<file path="src/rtl/chunked_add_sub.sv">
// chunked_add_sub
// Multi-cycle adder/subtractor for the 8086 ALU datapath. Each RUN cycle
// adds one CHUNK-bit slice of the operands with a bit-serial ripple, keeping
// the inter-chunk carry in a register. Supports ADD, ADC, SUB and SBB and
// produces the x86 arithmetic flags.
//
// Ports:
//   clk      rising-edge clock
//   reset    synchronous, active-high reset
//   start    request pulse, accepted in IDLE or DONE
//   sub      0 = add, 1 = subtract (latched on start)
//   use_cin  1 = include cin (ADC/SBB) (latched on start)
//   cin      incoming CF for ADC/SBB (latched on start)
//   a, b     operands (latched on start)
//   busy     high while the operation is running
//   done     one-cycle pulse; result and flags valid from this cycle on
//   result   sum or difference
//   cf, zf, sf, of, af, pf  x86 flags

module chunked_add_sub #(
    parameter int WIDTH = 16,
    parameter int CHUNK = 4
) (
    input  logic             clk,
    input  logic             reset,
    input  logic             start,
    input  logic             sub,
    input  logic             use_cin,
    input  logic             cin,
    input  logic [WIDTH-1:0] a,
    input  logic [WIDTH-1:0] b,
    output logic             busy,
    output logic             done,
    output logic [WIDTH-1:0] result,
    output logic             cf,
    output logic             zf,
    output logic             sf,
    output logic             of,
    output logic             af,
    output logic             pf
);

    localparam int NCHUNK    = WIDTH / CHUNK;
    localparam int IDXW      = (NCHUNK > 1) ? $clog2(NCHUNK) : 1;
    // Bit 3 (the nibble carry for AF) lives in this chunk at this local position.
    localparam int NIB_CHUNK = 3 / CHUNK;
    localparam int NIB_LOCAL = 3 % CHUNK;

    localparam logic [IDXW-1:0] LAST_IDX = IDXW'(NCHUNK - 1);
    localparam logic [IDXW-1:0] NIB_IDX  = IDXW'(NIB_CHUNK);

    typedef enum logic [1:0] {
        IDLE,
        RUN,
        DONE
    } state_t;

    state_t             state_q, state_d;
    // Operand latches are shifted right one chunk per RUN cycle so the
    // active slice is always in the low CHUNK bits.
    logic [WIDTH-1:0]   a_q, a_d;
    logic [WIDTH-1:0]   b_q, b_d;
    logic               sub_q, sub_d;
    logic               carry_q, carry_d;
    logic [IDXW-1:0]    idx_q, idx_d;
    logic               nib_q, nib_d;
    // Partial sum assembles here; it is only copied to result_q on completion.
    logic [WIDTH-1:0]   work_q, work_d;
    logic [WIDTH-1:0]   result_q, result_d;
    logic               cf_q, cf_d;
    logic               zf_q, zf_d;
    logic               sf_q, sf_d;
    logic               of_q, of_d;
    logic               af_q, af_d;
    logic               pf_q, pf_d;

    logic [CHUNK-1:0]   a_chunk;
    logic [CHUNK-1:0]   b_chunk;
    logic [CHUNK-1:0]   sum_chunk;
    logic               ripple;
    logic               c_into_top;
    logic               nib_here;
    logic               nib_now;
    logic               cin_eff;

    // Ripple adder for the current chunk. The carry entering the top bit of
    // the chunk is kept because on the last chunk it is the carry into the MSB
    // needed for OF.
    always_comb begin
        a_chunk    = a_q[CHUNK-1:0];
        b_chunk    = b_q[CHUNK-1:0] ^ {CHUNK{sub_q}};
        sum_chunk  = '0;
        ripple     = carry_q;
        c_into_top = 1'b0;
        nib_here   = 1'b0;
        for (int i = 0; i < CHUNK; i++) begin
            if (i == CHUNK - 1) begin
                c_into_top = ripple;
            end
            sum_chunk[i] = a_chunk[i] ^ b_chunk[i] ^ ripple;
            ripple       = (a_chunk[i] & b_chunk[i]) | (ripple & (a_chunk[i] ^ b_chunk[i]));
            if (i == NIB_LOCAL) begin
                nib_here = ripple;
            end
        end
    end

    // Next-state and datapath control. Subtraction is a + ~b + 1, so the
    // initial carry is inverted and the final carries are inverted back into
    // borrows for CF and AF.
    always_comb begin
        state_d  = state_q;
        a_d      = a_q;
        b_d      = b_q;
        sub_d    = sub_q;
        carry_d  = carry_q;
        idx_d    = idx_q;
        nib_d    = nib_q;
        work_d   = work_q;
        result_d = result_q;
        cf_d     = cf_q;
        zf_d     = zf_q;
        sf_d     = sf_q;
        of_d     = of_q;
        af_d     = af_q;
        pf_d     = pf_q;
        cin_eff  = use_cin & cin;
        nib_now  = nib_q;

        case (state_q)
            IDLE, DONE: begin
                if (start) begin
                    a_d     = a;
                    b_d     = b;
                    sub_d   = sub;
                    carry_d = sub ? ~cin_eff : cin_eff;
                    idx_d   = '0;
                    nib_d   = 1'b0;
                    work_d  = '0;
                    state_d = RUN;
                end else begin
                    state_d = IDLE;
                end
            end
            RUN: begin
                work_d  = (work_q >> CHUNK) | (WIDTH'(sum_chunk) << (WIDTH - CHUNK));
                a_d     = a_q >> CHUNK;
                b_d     = b_q >> CHUNK;
                carry_d = ripple;
                idx_d   = idx_q + 1'b1;
                nib_now = (idx_q == NIB_IDX) ? nib_here : nib_q;
                nib_d   = nib_now;
                if (idx_q == LAST_IDX) begin
                    state_d  = DONE;
                    result_d = work_d;
                    cf_d     = ripple ^ sub_q;
                    af_d     = nib_now ^ sub_q;
                    of_d     = c_into_top ^ ripple;
                    sf_d     = work_d[WIDTH-1];
                    zf_d     = (work_d == '0);
                    pf_d     = ~^work_d[7:0];
                end
            end
            default: begin
                state_d = IDLE;
            end
        endcase
    end

    // State and datapath registers; reset clears everything and aborts a run.
    always_ff @(posedge clk) begin
        if (reset) begin
            state_q  <= IDLE;
            a_q      <= '0;
            b_q      <= '0;
            sub_q    <= 1'b0;
            carry_q  <= 1'b0;
            idx_q    <= '0;
            nib_q    <= 1'b0;
            work_q   <= '0;
            result_q <= '0;
            cf_q     <= 1'b0;
            zf_q     <= 1'b0;
            sf_q     <= 1'b0;
            of_q     <= 1'b0;
            af_q     <= 1'b0;
            pf_q     <= 1'b0;
        end else begin
            state_q  <= state_d;
            a_q      <= a_d;
            b_q      <= b_d;
            sub_q    <= sub_d;
            carry_q  <= carry_d;
            idx_q    <= idx_d;
            nib_q    <= nib_d;
            work_q   <= work_d;
            result_q <= result_d;
            cf_q     <= cf_d;
            zf_q     <= zf_d;
            sf_q     <= sf_d;
            of_q     <= of_d;
            af_q     <= af_d;
            pf_q     <= pf_d;
        end
    end

    assign busy   = (state_q == RUN);
    assign done   = (state_q == DONE);
    assign result = result_q;
    assign cf     = cf_q;
    assign zf     = zf_q;
    assign sf     = sf_q;
    assign of     = of_q;
    assign af     = af_q;
    assign pf     = pf_q;

endmodule

</file>
<file path="config.mk">
export PLATFORM = sky130hd
export DESIGN_NAME = chunked_add_sub
export DESIGN_NICKNAME = d
export VERILOG_FILES = /design/src/rtl/chunked_add_sub.sv
export SDC_FILE = /design/constraint.sdc
export NUM_CORES = 1
export LEC_CHECK = 0
export ABC_AREA = 1
export CAP_MARGIN = 15
export CORE_ASPECT_RATIO = 0.5
export CORE_UTILIZATION = 55
export CTS_BUF_LIST = sky130_fd_sc_hd__clkbuf_8
export DETAILED_ROUTE_END_ITERATION = 8
export PLACE_DENSITY = 0.95
export SLEW_MARGIN = 20
export SYNTH_ARGS = -nofsm -noshare
export SYNTH_HDL_FRONTEND = slang
export SYNTH_SLANG_ARGS = --single-unit
export TNS_END_PERCENT = 20
</file>
<file path="constraint.sdc">
create_clock -name clk -period 5.9 [get_ports clk]
set_input_delay 0.59 -clock clk [delete_from_list [all_inputs] [get_ports clk]]
set_output_delay 0.59 -clock clk [all_outputs]
set_load 0.005 [all_outputs]
</file>
; ---- Word-level counts from Yosys, hierarchy flattened
; Index checks and enable logic that the tools add are counted.
[op_classes]
bitwise_logic = 27
reduce_logical = 9
n_eq_ne = 5
muxes = 17
add_sub_neg = 1
[ops]
columns = op, n
row1 = $pmux W16 S2, 3
row2 = $mux W16, 3
row3 = $logic_not A16 Y1, 1
row4 = $or A12 B16 Y16, 1
row5 = $xor A1 B1 Y1, 11
row6 = $and A1 B1 Y1, 9
row7 = $pmux W2 S2, 2
row8 = $reduce_xnor A8 Y1, 1
row9 = $reduce_and A2 Y1, 3
row10 = $mux W1, 5
row11 = $eq A2 B2 Y1 const B, 2
row12 = $logic_not A2 Y1, 2
row13 = $mux W2, 2
row14 = $or A1 B1 Y1, 4
row15 = $pmux W1 S2, 2
row16 = $xor A4 B4 Y4, 1
row17 = $add A2 B1 Y2 const B, 1
row18 = $eq A2 B1 Y1 const B, 1
row19 = $ne A2 B1 Y1 const B, 1
row20 = $ne A2 B2 Y1 const B, 1
row21 = $reduce_bool A2 Y1, 1
row22 = $reduce_or A2 Y1, 1
row23 = $not A1 Y1, 1
[word_totals]
regBits = 77
output_inout_bits = 24
word_cells = 74

; ---- Longest topological paths before layout
; Gate-level depths: netlist of the first run.
[depth]
word_depth = 12
ltp_mapped = 13

; ---- Worst setup path after synthesis of the first run
; No wires, ideal clock.
[synth_timing]
path_kind = reg-to-reg
startpoint = register sub_q
endpoint = register work_q[15]
required_time_ns = 5.830
setup_ns = 0.070
setup_slack_ns = 3.190
arrival_time_ns = 2.640
synth_period_minus_slack_ns = 2.710
path_stages_with_launch = 10
n_path_buf = 1
cell_sequence = dfxtp_1 -> clkbuf_1 -> xor2_1 -> fa_1 -> inv_1 -> fa_1 -> fa_1 -> fa_1 -> or2_2 -> a21oi_1
[synth_between]
elab_chain_len = 11
elab_cells_between_ends = 17
cone_classes = mux (1) / bitwise (16)
[synth_lines]
columns = element, line
row1 = "start, declared", 63  ; logic sub_q, sub_d;
row2 = "start signal, assigned", 192  ; sub_q <= sub_d;
row3 = $xor A4 B4 Y4 *, 91  ; b_chunk = b_q[CHUNK-1:0] ^ {CHUNK{sub_q}};
row4 = $xor A1 B1 Y1, 101  ; ripple = (a_chunk[i] & b_chunk[i]) | (ripple & (a_chunk[i] ^ b_chunk[i]));
row5 = $and A1 B1 Y1, 101
row6 = $or A1 B1 Y1, 101
row7 = $and A1 B1 Y1, 101
row8 = $or A1 B1 Y1, 101
row9 = $and A1 B1 Y1, 101
row10 = $or A1 B1 Y1, 101
row11 = $xor A1 B1 Y1 *, 100  ; sum_chunk[i] = a_chunk[i] ^ b_chunk[i] ^ ripple;
row12 = $or A12 B16 Y16 *, 146  ; work_d = (work_q >> CHUNK) | (WIDTH'(sum_chunk) << (WIDTH - CHUNK));
row13 = $pmux W16 S2 *, 130  ; case (state_q)
row14 = "end signal, assigned", 196  ; work_q <= work_d;
row15 = "end, declared", 68  ; logic [WIDTH-1:0] work_q, work_d;
; Every way passes the cells marked *; elsewhere a longest branch is shown, timed or not.
; A chain may end at the register's enable or synchronous reset.

; ---- Worst setup path in the final report of the first run
; Ends and elaborated chain as after synthesis.

==> impl_metrics.yaml, run 1 <==
clocking:
  cts_root_buffer: "clkbuf_8"
  cts_tree: "done"
  cts_buffers: 9
  cts.path.max_buffers: 2
  clk_pin_slew_ns: 0.07
  cts_hold_buf: 0
  worstSkewPairLatency_ns: 0.35
  cts.repair.resized: 0
  htree_levels: 3
  cts_setup_buffers: 0
  cts_sinks: 72
timing:
  tightest_slew_ns: 0.893
  hold_viol_final: 0
  layout_setup_ws_ns: 3.01
  report.final.slew_viol_count: 0
  fmax_mhz: 346
  finalCritPeriodShare_pct: 49.0
  max_slew_margin_pct: 40.5
  tns_ns: 0
  rsz0062_at_grt: "false"
  fin_crit_ns: 2.89
  whs_ns: 0.464
  clock_skew_ns: 0.00759
  setup_viol: 0
worst_setup_path:
  cp.arrival_ns: 3.16
  crit_path_max_fanout: 7
  crit_type: "reg2reg"
  cp.required_ns: 6.17
  r2r_start: "sub_q"
  crit_path_end_kind: "register"
  crit_start: "sub_q"
  critPathLaunchType: "register"
final_layout:
  design_area_sq_mm: 0.00392
  design.final.nets: 528
  final_cell_mix: "nand2_1, dfxtp_1, clkdlybuf4s50_1"
  final_cell_count_no_fill: 555
  layout_commonest_cell: "nand2_1"
  antenna_cells: 0
  drive_gt1_share_pct: 5.77
  syn_to_final_growth_pct: 25.4
  fin_util_pct: 75.4
  fillers: 382
power:
  total_power_mw: 1.10
  irDropWorstVdd_uv: 157
  powerDensity_mw_per_mm2: 281
  p_leak_nw: 1.63
floorplan:
  start_util_pct: 60.1
  dieWidth_microns: 109
  io_pins: 62
  core_area_sq_mm: 0.00520
  die-area_sq_mm: 0.00601
  rows: 18
  die_h_microns: 55.3
route:
  routedWlPerCell_microns: 12.3
  finalWirelength_microns: 6840
  vias_per_cell: 5.11
  dr.pass1.iters: 5
  drc: 0
  drt_iter0_drc: 155
  vias: 2836
  final_antenna_net_count: 0
flow_run:
  drv_cap: 0
global_route:
  grt_antenna_before_repair: 0
  grt_max_degree: 51
  grtUsageTotal_pct: 25.1
  grt_pass1_vias: 2625
  grt_remaining_overflow: 0
  grt_pass1_wl_microns: 11700
worst_hold_path:
  hold_start: "a_q[14]"
  min_path_type: "reg2reg"
placement:
  place_ws_ns: 3.13
  place.detailed.hpwl_microns: 4410
  port_buffers: 61
  place_area_sq_mm: 0.00370
  dp_cells: 539
  place_congestion: 0.831
synthesis:
  syn_area_sq_mm: 0.00313
  synthCells: 432
  synth.avg_cell_area_sq_um: 7.24
  synth_cell_types: 20
  ys_warn_count: 0
  ys_ff_latch: 72
  syn-num-nets: 480
  yosysSeqAreaShare_pct: 46.1
status:
  status: "finished clean"
## per-layer routing
layer / track usage, % / vias to the layer above / part of all wire, %
li1: - / 1444 / -
met1: 31.4 / 1272 / 46
met2: 39.4 / 105 / 47
met3: 8.50 / 15 / 5.7
met4: 10.6 / 0 / 2.1
met5: 0 / - / 0
## where the power goes
| group | internal (mW) | total (mW) | switching, mW |
|---|---|---|---|
| clock network | 0.247 | 0.429 | 0.181 |
| logic | 0.0641 | 0.151 | 0.0870 |
| registers | 0.507 | 0.522 | 0.0147 |
## synth_stat cells (all sizes together)
| cell | n | area (sq um) |
|---|---|---|
| o21ai | 22 | 110 |
| fa | 4 | 80.1 |
| nand2 | 144 | 546 |
| xor2 | 2 | 17.5 |
| nor2 | 35 | 139 |
| xnor2 | 4 | 35.0 |
| nand3 | 18 | 90.1 |
| buf | 15 | 98.8 |
| clkbuf | 10 | 37.5 |
| a21oi | 58 | 290 |
| dfxtp | 72 | 1440 |
| a211oi | 1 | 7.51 |
| or2 | 3 | 18.8 |
| inv | 38 | 143 |
| ha | 6 | 75.1 |
## critical path, cell delays in order, from the launching register on
cell and delay (ns):
dfxtp_1 0.50, xor2_1 0.24, fa_1 0.20, inv_1 0.05
fa_1 0.39, fa_1 0.46, fa_1 0.50, or2_2 0.32
a21oi_1 0.14
## logic make-up (layout without fill, tap and decap cells)
| family | count (synthesis) | in the layout | share of synthesized area, % |
|---|---|---|---|
| adders and majority gates | 10 | 10 | 4.96 |
| AOI/OAI and AO/OA | 81 | 81 | 13.0 |
| DFF | 72 | 72 | 46.1 |
| buffers and inverters | 63 | 116 | 8.92 |
| and+or+nand+nor | 200 | 200 | 25.3 |
| xor gates and xnor gates | 6 | 6 | 1.68 |
## registers in the layout (all words and copies together) (netlist names)
register / cells
a_q: 16
af: 1
b_q: 16
carry_q: 1
cf: 1
idx_q: 2
nib_q: 1
of: 1
pf: 1
result: 16
state_q: 2
sub_q: 1
work_q: 12
zf: 1
## worst paths after layout
kind                endpoint  slack, ns  cells after the start
hold reg to reg      a_q[14]       0.46                      2
hold / removal       a_q[14]       0.46                      2
setup reg to reg  work_q[15]       3.01                      8
setup / recovery  work_q[15]       3.01                      8
## layout make-up
cell class	count	area, sq um	area share [%]
clock inverter	6	82.6	2.10
multi-input combinational	297	1420	36.2
inverter	38	143	3.64
tap	70	87.6	2.23
timing repair buffer	62	613	15.6
clock buffer	10	138	3.51
sequential	72	1440	36.7
Power figures use the tool's default switching activity.
==> run 2: changes to the inputs <==
--- a/config.mk
+++ b/config.mk
@@ -8,10 +8,10 @@
 export ABC_AREA = 1
 export CAP_MARGIN = 15
 export CORE_ASPECT_RATIO = 0.5
-export CORE_UTILIZATION = 55
+export CORE_UTILIZATION = 53
 export CTS_BUF_LIST = sky130_fd_sc_hd__clkbuf_8
 export DETAILED_ROUTE_END_ITERATION = 8
-export PLACE_DENSITY = 0.95
+export PLACE_DENSITY = 0.93
 export SLEW_MARGIN = 20
 export SYNTH_ARGS = -nofsm -noshare
 export SYNTH_HDL_FRONTEND = slang
==> constraint.sdc (replaced) <==
create_clock -name clk -period 3 [get_ports clk]
set_input_delay 0.3 -clock clk [delete_from_list [all_inputs] [get_ports clk]]
set_output_delay 0.3 -clock clk [all_outputs]
set_load 0.005 [all_outputs]
==> run 2 against run 1 <==
  * Hold slack got worse by 0.0027 ns
  * Utilization fell by 4.2 points
  * Critical path depth up 4
==> impl_metrics.yaml, run 2 (same netlist as run 1, synthesis figures left out) <==
status:
  status: "finished clean"
global_route:
  grt_pass1_wl_microns: 12100
  grt_antenna_before_repair: 0
  grt_max_degree: 50
  grt_remaining_overflow: 0
  grtUsageTotal_pct: 24.7
  grt_pass1_vias: 2688
clocking:
  cts.path.max_buffers: 2
  htree_levels: 3
  worstSkewPairLatency_ns: 0.35
  cts_buffers: 9
  clk_pin_slew_ns: 0.07
  cts_setup_buffers: 0
  cts_root_buffer: "clkbuf_8"
  cts_tree: "done"
  cts.repair.resized: 0
  cts_sinks: 72
  cts_hold_buf: 0
placement:
  place_congestion: 0.812
  place.detailed.hpwl_microns: 4450
  port_buffers: 61
  dp_cells: 545
  place_area_sq_mm: 0.00372
worst_hold_path:
  hold_start: "a_q[15]"
  min_delay_path_depth: 2
  min_path_type: "reg2reg"
  hold_end: "a_q[15]"
final_layout:
  fin_util_pct: 71.2
  layout_commonest_cell: "nand2_1"
  final_cell_count_no_fill: 561
  final_cell_mix: "nand2_1, dfxtp_1, clkdlybuf4s50_1"
  antenna_cells: 0
  syn_to_final_growth_pct: 27.1
  design_area_sq_mm: 0.00398
  design.final.nets: 531
  drive_gt1_share_pct: 6.35
floorplan:
  rows: 19
  core_area_sq_mm: 0.00559
  dieWidth_microns: 111
  die-area_sq_mm: 0.00623
  io_pins: 62
  die_h_microns: 56.3
  start_util_pct: 56.0
worst_setup_path:
  crit_slowest_cell: "fa_1"
  cp.arrival_ns: 2.91
  reg2reg_depth: 12
  r2r-end: "af"
  crit_path_max_fanout: 4
  crit_path_end_kind: "register"
  r2r_slack_ns: 0.33
  crit_type: "reg2reg"
  cp_num_buf_inv: 2
  crit_family: "adder cells"
  critPathLaunchType: "register"
  crit_start: "sub_q"
  crit_chain: "xor2_1 -> fa_1 -> inv_1 -> fa_1 -> fa_1 -> fa_1 -> nand2_1 -> nand2_1 -> nand2_1 -> nand3_1 -> nand2_1 -> inv_1"
  r2r_start: "sub_q"
  cpPeakStageDelay_ns: 0.50
  cp.required_ns: 3.24
power:
  irDropWorstVdd_uv: 285
  p_leak_nw: 1.66
  powerDensity_mw_per_mm2: 573
route:
  final_antenna_net_count: 0
  drc: 0
  vias: 2884
  drt_iter0_drc: 206
  vias_per_cell: 5.14
  dr.pass1.iters: 5
  routedWlPerCell_microns: 12.6
  finalWirelength_microns: 7060
timing:
  tns_ns: 0
  fin_crit_ns: 2.67
  tightest_slew_ns: 0.758
  finalCritPeriodShare_pct: 89.0
  max_slew_margin_pct: 49.4
  rsz0062_at_grt: "false"
  report.final.slew_viol_count: 0
  fmax_mhz: 375
  setup_viol: 0
  clock_skew_ns: 0.00987
  whs_ns: 0.462
  hold_viol_final: 0
flow_run:
  drv_cap: 0
==> run 2: tightest hold or removal path, stage by stage, from the launching register on <==
cell     delay (ns)
dfxtp_1        0.31
nand2_1        0.06
a21oi_1        0.05
==> run 2: worst max path at each step <==
stage / endpoint / slack (ns) / cells after the start
3_3_place_gp: af / 0.50 / 12
4_1_cts: af / 0.35 / 12
5_1_grt: af / 0.17 / 12
6_report: af / 0.33 / 12
3_5_place_dp: af / 0.38 / 12
2_1_floorplan: work_q[15] / 0.29 / 9
==> run 2: through the flow <==
step,power [mW],setup slack [ns]
after floorplan,1.24,0.290
after global placement,1.33,0.501
after detailed placement,1.34,0.381
after CTS,2.29,0.349
after global routing,2.38,0.171
final,2.28,0.331
==> run 2: area by class of cell <==
cell class	count	area [sq um]
fillers	424	1610
flip-flops and latches	72	1440
multi-input cells	297	1410
repair buffers	65	636
clock buffers	11	151
inverters	38	143
clock inverters	5	103
well taps	73	91.3
==> run 2: metal layers <==
metal / vias to the layer above / GRT usage (%) / wire [microns]
met5: - / 0 / 0
met2: 117 / 40.7 / 3360
met1: 1300 / 30.8 / 3140
met4: 0 / 10.7 / 112
met3: 14 / 6.70 / 444
li1: 1453 / - / -
==> run 2: power breakdown <==
| part | internal (mW) | total (mW) | switching [mW] |
|---|---|---|---|
| logic | 0.129 | 0.303 | 0.174 |
| registers | 0.997 | 1.02 | 0.0268 |
| clock network | 0.596 | 0.954 | 0.358 |
| total | 1.72 | 2.28 | 0.559 |
==> run 3: changes to the inputs <==
--- a/config.mk
+++ b/config.mk
@@ -12,7 +12,8 @@
 export CTS_BUF_LIST = sky130_fd_sc_hd__clkbuf_8
 export DETAILED_ROUTE_END_ITERATION = 8
 export PLACE_DENSITY = 0.93
-export SLEW_MARGIN = 20
+export SKIP_CTS_REPAIR_TIMING = 1
+export SLEW_MARGIN = 0
 export SYNTH_ARGS = -nofsm -noshare
 export SYNTH_HDL_FRONTEND = slang
 export SYNTH_SLANG_ARGS = --single-unit
==> results of run 3 <==
Same layout as run 2: the final DEF is identical, and so are final timing and power.
